<file path="src/rtl/tmr_reg_scrub.sv">
// Triple-modular-redundant register with majority vote, idle scrub,
// mismatch reporting, saturating error counter and an error-event port.
//
// Ports:
//   clk, rst           rising-edge clock, synchronous active-high reset
//   en, d              write enable and write data
//   q                  voted register value (combinational from lanes)
//   inj_en/lane/mask   fault injection: flip mask bits in one lane
//   err_bits/lane/any  registered mismatch seen on the previous cycle
//   err_cnt, err_clr   saturating mismatch-cycle counter and its clear
//   err_valid/ready    one-entry error-event slot with handshake
//   err_ev_lane/bits   event payload, stable while err_valid
//   err_ovf            sticky: an event arrived while the slot was full
module tmr_reg_scrub #(
  parameter int               WIDTH      = 8,
  parameter bit               TRIPLICATE = 1'b1,
  parameter logic [WIDTH-1:0] RESET_VAL  = '0,
  parameter int               CNT_W      = 8
) (
  input  logic             clk,
  input  logic             rst,
  input  logic             en,
  input  logic [WIDTH-1:0] d,
  output logic [WIDTH-1:0] q,
  input  logic             inj_en,
  input  logic [1:0]       inj_lane,
  input  logic [WIDTH-1:0] inj_mask,
  output logic [WIDTH-1:0] err_bits,
  output logic [2:0]       err_lane,
  output logic             err_any,
  output logic [CNT_W-1:0] err_cnt,
  input  logic             err_clr,
  output logic             err_valid,
  input  logic             err_ready,
  output logic [2:0]       err_ev_lane,
  output logic [WIDTH-1:0] err_ev_bits,
  output logic             err_ovf
);

  generate
    if (TRIPLICATE) begin : g_tmr
      localparam logic [CNT_W-1:0] CNT_MAX = '1;

      logic [WIDTH-1:0] l0;
      logic [WIDTH-1:0] l1;
      logic [WIDTH-1:0] l2;
      logic [WIDTH-1:0] vote;
      logic [WIDTH-1:0] nxt;
      logic [WIDTH-1:0] mm0;
      logic [WIDTH-1:0] mm1;
      logic [WIDTH-1:0] mm2;
      logic [WIDTH-1:0] m;
      logic [2:0]       mm_lane;
      logic [2:0]       sel;
      logic             hit;
      logic             pop;

      logic [WIDTH-1:0] bits_r;
      logic [2:0]       lane_r;
      logic             any_r;
      logic [CNT_W-1:0] cnt_r;
      logic             vld_r;
      logic [2:0]       ev_lane_r;
      logic [WIDTH-1:0] ev_bits_r;
      logic             ovf_r;

      assign vote = (l0 & l1) | (l1 & l2) | (l2 & l0);

      assign mm0 = l0 ^ vote;
      assign mm1 = l1 ^ vote;
      assign mm2 = l2 ^ vote;
      assign m   = mm0 | mm1 | mm2;
      assign hit = |m;

      assign mm_lane = {|mm2, |mm1, |mm0};

      // Idle cycles rewrite the voted value: this is the scrub.
      assign nxt = en ? d : vote;

      assign sel[0] = inj_en && (inj_lane == 2'd0);
      assign sel[1] = inj_en && (inj_lane == 2'd1);
      assign sel[2] = inj_en && (inj_lane == 2'd2);

      assign pop = vld_r && err_ready;

      always_ff @(posedge clk) begin
        if (rst) begin
          l0 <= RESET_VAL;
          l1 <= RESET_VAL;
          l2 <= RESET_VAL;
        end else begin
          l0 <= sel[0] ? (nxt ^ inj_mask) : nxt;
          l1 <= sel[1] ? (nxt ^ inj_mask) : nxt;
          l2 <= sel[2] ? (nxt ^ inj_mask) : nxt;
        end
      end

      always_ff @(posedge clk) begin
        if (rst) begin
          bits_r <= '0;
          lane_r <= '0;
          any_r  <= 1'b0;
        end else begin
          bits_r <= m;
          lane_r <= mm_lane;
          any_r  <= hit;
        end
      end

      // A clear in a mismatch cycle still counts that mismatch.
      always_ff @(posedge clk) begin
        if (rst) begin
          cnt_r <= '0;
        end else if (err_clr) begin
          cnt_r <= hit ? CNT_W'(1) : '0;
        end else if (hit && (cnt_r != CNT_MAX)) begin
          cnt_r <= cnt_r + CNT_W'(1);
        end
      end

      // One-entry slot: a new event can replace an entry leaving
      // this cycle; otherwise a full slot drops it and flags ovf.
      always_ff @(posedge clk) begin
        if (rst) begin
          vld_r     <= 1'b0;
          ev_lane_r <= '0;
          ev_bits_r <= '0;
          ovf_r     <= 1'b0;
        end else begin
          if (hit && (!vld_r || pop)) begin
            vld_r     <= 1'b1;
            ev_lane_r <= mm_lane;
            ev_bits_r <= m;
          end else if (pop) begin
            vld_r <= 1'b0;
          end
          if (hit && vld_r && !pop) begin
            ovf_r <= 1'b1;
          end else if (err_clr) begin
            ovf_r <= 1'b0;
          end
        end
      end

      assign q           = vote;
      assign err_bits    = bits_r;
      assign err_lane    = lane_r;
      assign err_any     = any_r;
      assign err_cnt     = cnt_r;
      assign err_valid   = vld_r;
      assign err_ev_lane = ev_lane_r;
      assign err_ev_bits = ev_bits_r;
      assign err_ovf     = ovf_r;
    end else begin : g_plain
      logic [WIDTH-1:0] r;
      logic [WIDTH-1:0] nxt;
      logic             sel;

      assign nxt = en ? d : r;
      assign sel = inj_en && (inj_lane == 2'd0);

      always_ff @(posedge clk) begin
        if (rst) begin
          r <= RESET_VAL;
        end else begin
          r <= sel ? (nxt ^ inj_mask) : nxt;
        end
      end

      assign q           = r;
      assign err_bits    = '0;
      assign err_lane    = '0;
      assign err_any     = 1'b0;
      assign err_cnt     = '0;
      assign err_valid   = 1'b0;
      assign err_ev_lane = '0;
      assign err_ev_bits = '0;
      assign err_ovf     = 1'b0;
    end
  endgenerate

endmodule

</file>
<file path="config.mk">
export PLATFORM = sky130hd
export DESIGN_NAME = tmr_reg_scrub
export DESIGN_NICKNAME = d
export VERILOG_FILES = /design/src/rtl/tmr_reg_scrub.sv
export SDC_FILE = /design/constraint.sdc
export NUM_CORES = 1
export LEC_CHECK = 0
export CAP_MARGIN = 20
export CORE_MARGIN = 4
export CORE_UTILIZATION = 32
export CTS_CLUSTER_DIAMETER = 60
export DETAILED_ROUTE_END_ITERATION = 12
export GPL_ROUTABILITY_DRIVEN = 0
export GPL_TIMING_DRIVEN = 0
export HOLD_SLACK_MARGIN = 0.02
export SYNTH_ARGS = -nofsm -noshare
export SYNTH_HDL_FRONTEND = slang
export SYNTH_SLANG_ARGS = --single-unit
</file>
<file path="constraint.sdc">
create_clock -name clk -period 4.3 [get_ports clk]
set_input_delay 1.075 -clock clk [delete_from_list [all_inputs] [get_ports clk]]
set_output_delay 1.075 -clock clk [all_outputs]
set_load 0.005 [all_outputs]
</file>
==> results.py <==
metrics = {
    "route": {
        "drc": 0,
        "antenna_left": 0,
        "dr.pass1.iters": 4,
        "routed-via-count": 2723,
        "drtIter0Drc": 188,
        "wl_per_cell_um": 14.0,
        "wl_um": 7560,
        "viasPerCell": 5.02,
    },
    "pwr": {
        "p_total_uw": 1320,
        "powerDensity_mw_per_mm2": 339,
        "ir_worst_vdd_uv": 119,
        "p_leak_uw": 0.00144,
    },
    "timing": {
        "min_period_ps": 2700,
        "rsz0062_at_grt": "no",
        "maxSlewHeadroom_pct": 60.6,
        "final_hold_viol_count": 0,
        "worst_slack_ps": 1600,
        "final-setup-viol-count": 0,
        "report.final.slew_viol_count": 0,
        "tightest_slew_ps": 586,
        "setup_tns_ps": 0,
        "whs_ps": 487,
        "finClkSkew_ps": 8.85,
        "fmax_mhz": 370,
        "period_share_pct": 62.8,
    },
    "clock_tree": {
        "cts-root-buf": "clkbuf_8",
        "cts_tree": "done",
        "path_clk_slew_ps": 60,
        "post_cts_buffers": 0,
        "cts_buffers": 9,
        "cts_buffer_depth": 2,
        "clkSinkCount": 57,
        "htree_levels": 3,
        "clock_latency_ps": 340,
        "cts_resized": 0,
        "cts-hold-fix-buffers": 0,
    },
    "critical_path": {
        "critPathBufInv": 1,
        "critPathArrivalTime_ps": 1630,
        "critical-path-slowest-cell": "clkdlybuf4s50_1",
        "worst_ep_required_time_ps": 3220,
        "slowest_delay_ps": 510,
        "crit_family": "buffers and inverters",
        "endpoint_kind": "output pin",
        "startpoint_type": "flop",
        "crit_chain": "a21oi_1 > nor2_1 > clkdlybuf4s50_1",
        "crit_type": "flop to output pin",
        "crit_fanout": 8,
    },
    "logic_synthesis": {
        "ys_async_sr_fraction_pct": 0,
        "yosysWarnings": 0,
        "ys_seq_area_share_pct": 38.7,
        "synthTopCellsByCount": "57 x dfxtp_1, 51 x nor2_1, 38 x nand2_1",
        "syn_inst": 354,
        "synthSimpleGateAreaFrac_pct": 29.2,
        "synthMuxAreaShare_pct": 2.25,
        "avgSynthCellArea_sq_um": 8.33,
        "synth-compound-area-share_pct": 17.1,
        "yosysTopAreaCellShare_pct": 38.7,
        "synth-edff-count": 0,
        "synth_xor_xnor_area_share_pct": 7.13,
        "synth_largest_area_cell": "dfxtp_1",
        "synth_top_family_by_area": "simple AND/OR/NAND/NOR gates",
        "synth-seq-cells": 57,
        "synth_area_leaders": "dfxtp_1 39%, xnor2_1 7.1%, nor2_1 6.5%",
        "syn_area_sq_mm": 0.00295,
        "synth_nets": 379,
        "synthFlopType": "dfxtp_1",
        "synth.most_common_cell": "dfxtp_1",
        "ys_types": 57,
        "synthAdderAreaFrac_pct": 0.424,
    },
    "floorplan": {
        "initial_core_util_pct": 33.3,
        "dieArea_sq_mm": 0.0108,
        "io_pins": 65,
        "row_count": 34,
        "die_w_um": 104,
        "core_area_sq_mm": 0.00885,
        "fp.dieH_um": 104,
    },
    "placement": {
        "hpwlAfterDp_um": 5850,
        "pre_cts_ws_ps": 1250,
        "io_buffers": 63,
    },
    "final_layout": {
        "diodes": 0,
        "drive_gt1_share_pct": 11.8,
        "area_growth_pct": 32.0,
        "num-nets-final": 454,
    },
    "global_route": {
        "grt_max_degree": 11,
        "antenna_found_initial": 0,
        "grt_pass1_vias": 2636,
        "grt_overflow_total": 0,
        "grt_pass1_wl_um": 12700,
        "grtUsageTotal_pct": 14.5,
    },
    "run_status": {
        "status": "complete, no violations",
    },
    "min_path": {
        "hold_path_class": "flop to flop",
    },
    "job": {
        "drv_cap": 0,
    },
}
==> report_power, final <==
| part | internal, uW | switching (uW) | leakage, uW |
|---|---|---|---|
| clock | 238 | 203 | 0.0000932 |
| sequential | 570 | 35.2 | 0.000471 |
| combinational | 151 | 121 | 0.000874 |
==> cell usage in the layout (no fill, tap or decap), types with 11 or more instances in the layout <==
cell,n
clkdlybuf4s50_1,63
dfxtp_1,57
nor2_1,51
nand2_1,38
xnor2_1,24
a21oi_1,20
nor3_1,15
clkbuf_8,11
==> worst reg2reg max path, delay by kind of cell (launching register included) <==
kind                   cells  cell delay, ps
multiplexers               1             290
flip-flops                 1             380
buffers and inverters      1             140
AND/OR/NAND/NOR            3             850
AO/OA/AOI/OAI              1             250
==> final cells by class <==
class	instances	area (sq um)
clock buffer	13	159
clock inverter	3	15.0
fill	920	4960
timing repair buffer	64	636
inverter	8	30.0
multi-input combinational	270	1650
buffer	19	123
tap	108	135
sequential	57	1140
==> final timing paths <==
path	from	end	slack, ps	cells after the start
worst max-delay path	g_tmr.l2[4]$_SDFF_PP0_	q[4]	1600	3
worst min-delay path	err_cnt[5]$_SDFFE_PP0P_	err_cnt[5]$_SDFFE_PP0P_	490	2
worst max register to register	g_tmr.l0[4]$_SDFF_PP0_	err_ev_lane[2]$_SDFFE_PP0P_	2290	6
worst min register to register	err_cnt[5]$_SDFFE_PP0P_	err_cnt[5]$_SDFFE_PP0P_	490	2
==> flip-flops by register name, indices dropped and copies added, names as in the netlist <==
signal and cells:
err_bits 8, err_cnt 8, err_ev_bits 8, g_tmr.l0 8, g_tmr.l1 8, g_tmr.l2 8
err_ev_lane 3, err_lane 3, err_any 1, err_ovf 1, err_valid 1
==> cell families (layout without fill, tap and decap cells) <==
| family | Yosys count | in the layout |
|---|---|---|
| DFF | 57 | 57 |
| and+or+nand+nor | 169 | 169 |
| buffers and inverters | 27 | 107 |
| AOI/OAI and AO/OA | 70 | 70 |
| muxes | 6 | 6 |
| adders and majority gates | 1 | 1 |
| xor gates and xnor gates | 24 | 24 |
==> per-layer routing <==
metal | GRT usage (%) | part of all wire (%) | vias to the layer above
met1 | 18.1 | 45 | 1243
li1 | - | - | 1405
met5 | 0 | 0 | -
met3 | 3.66 | 6.1 | 12
met2 | 23.8 | 47 | 63
met4 | 6.27 | 1.7 | 0
==> stage by stage <==
step / area [sq um] / utilization, % / instances
final: 3890 / 44.0 / 542
after global routing: 3890 / 44.0 / 542
after CTS: 3890 / 43.9 / 541
after detailed placement: 3710 / 42.0 / 525
after global placement: 3710 / 42.0 / 525
after floorplan: 2950 / - / 354
Note: power is estimated with default switching activity, not from simulation.
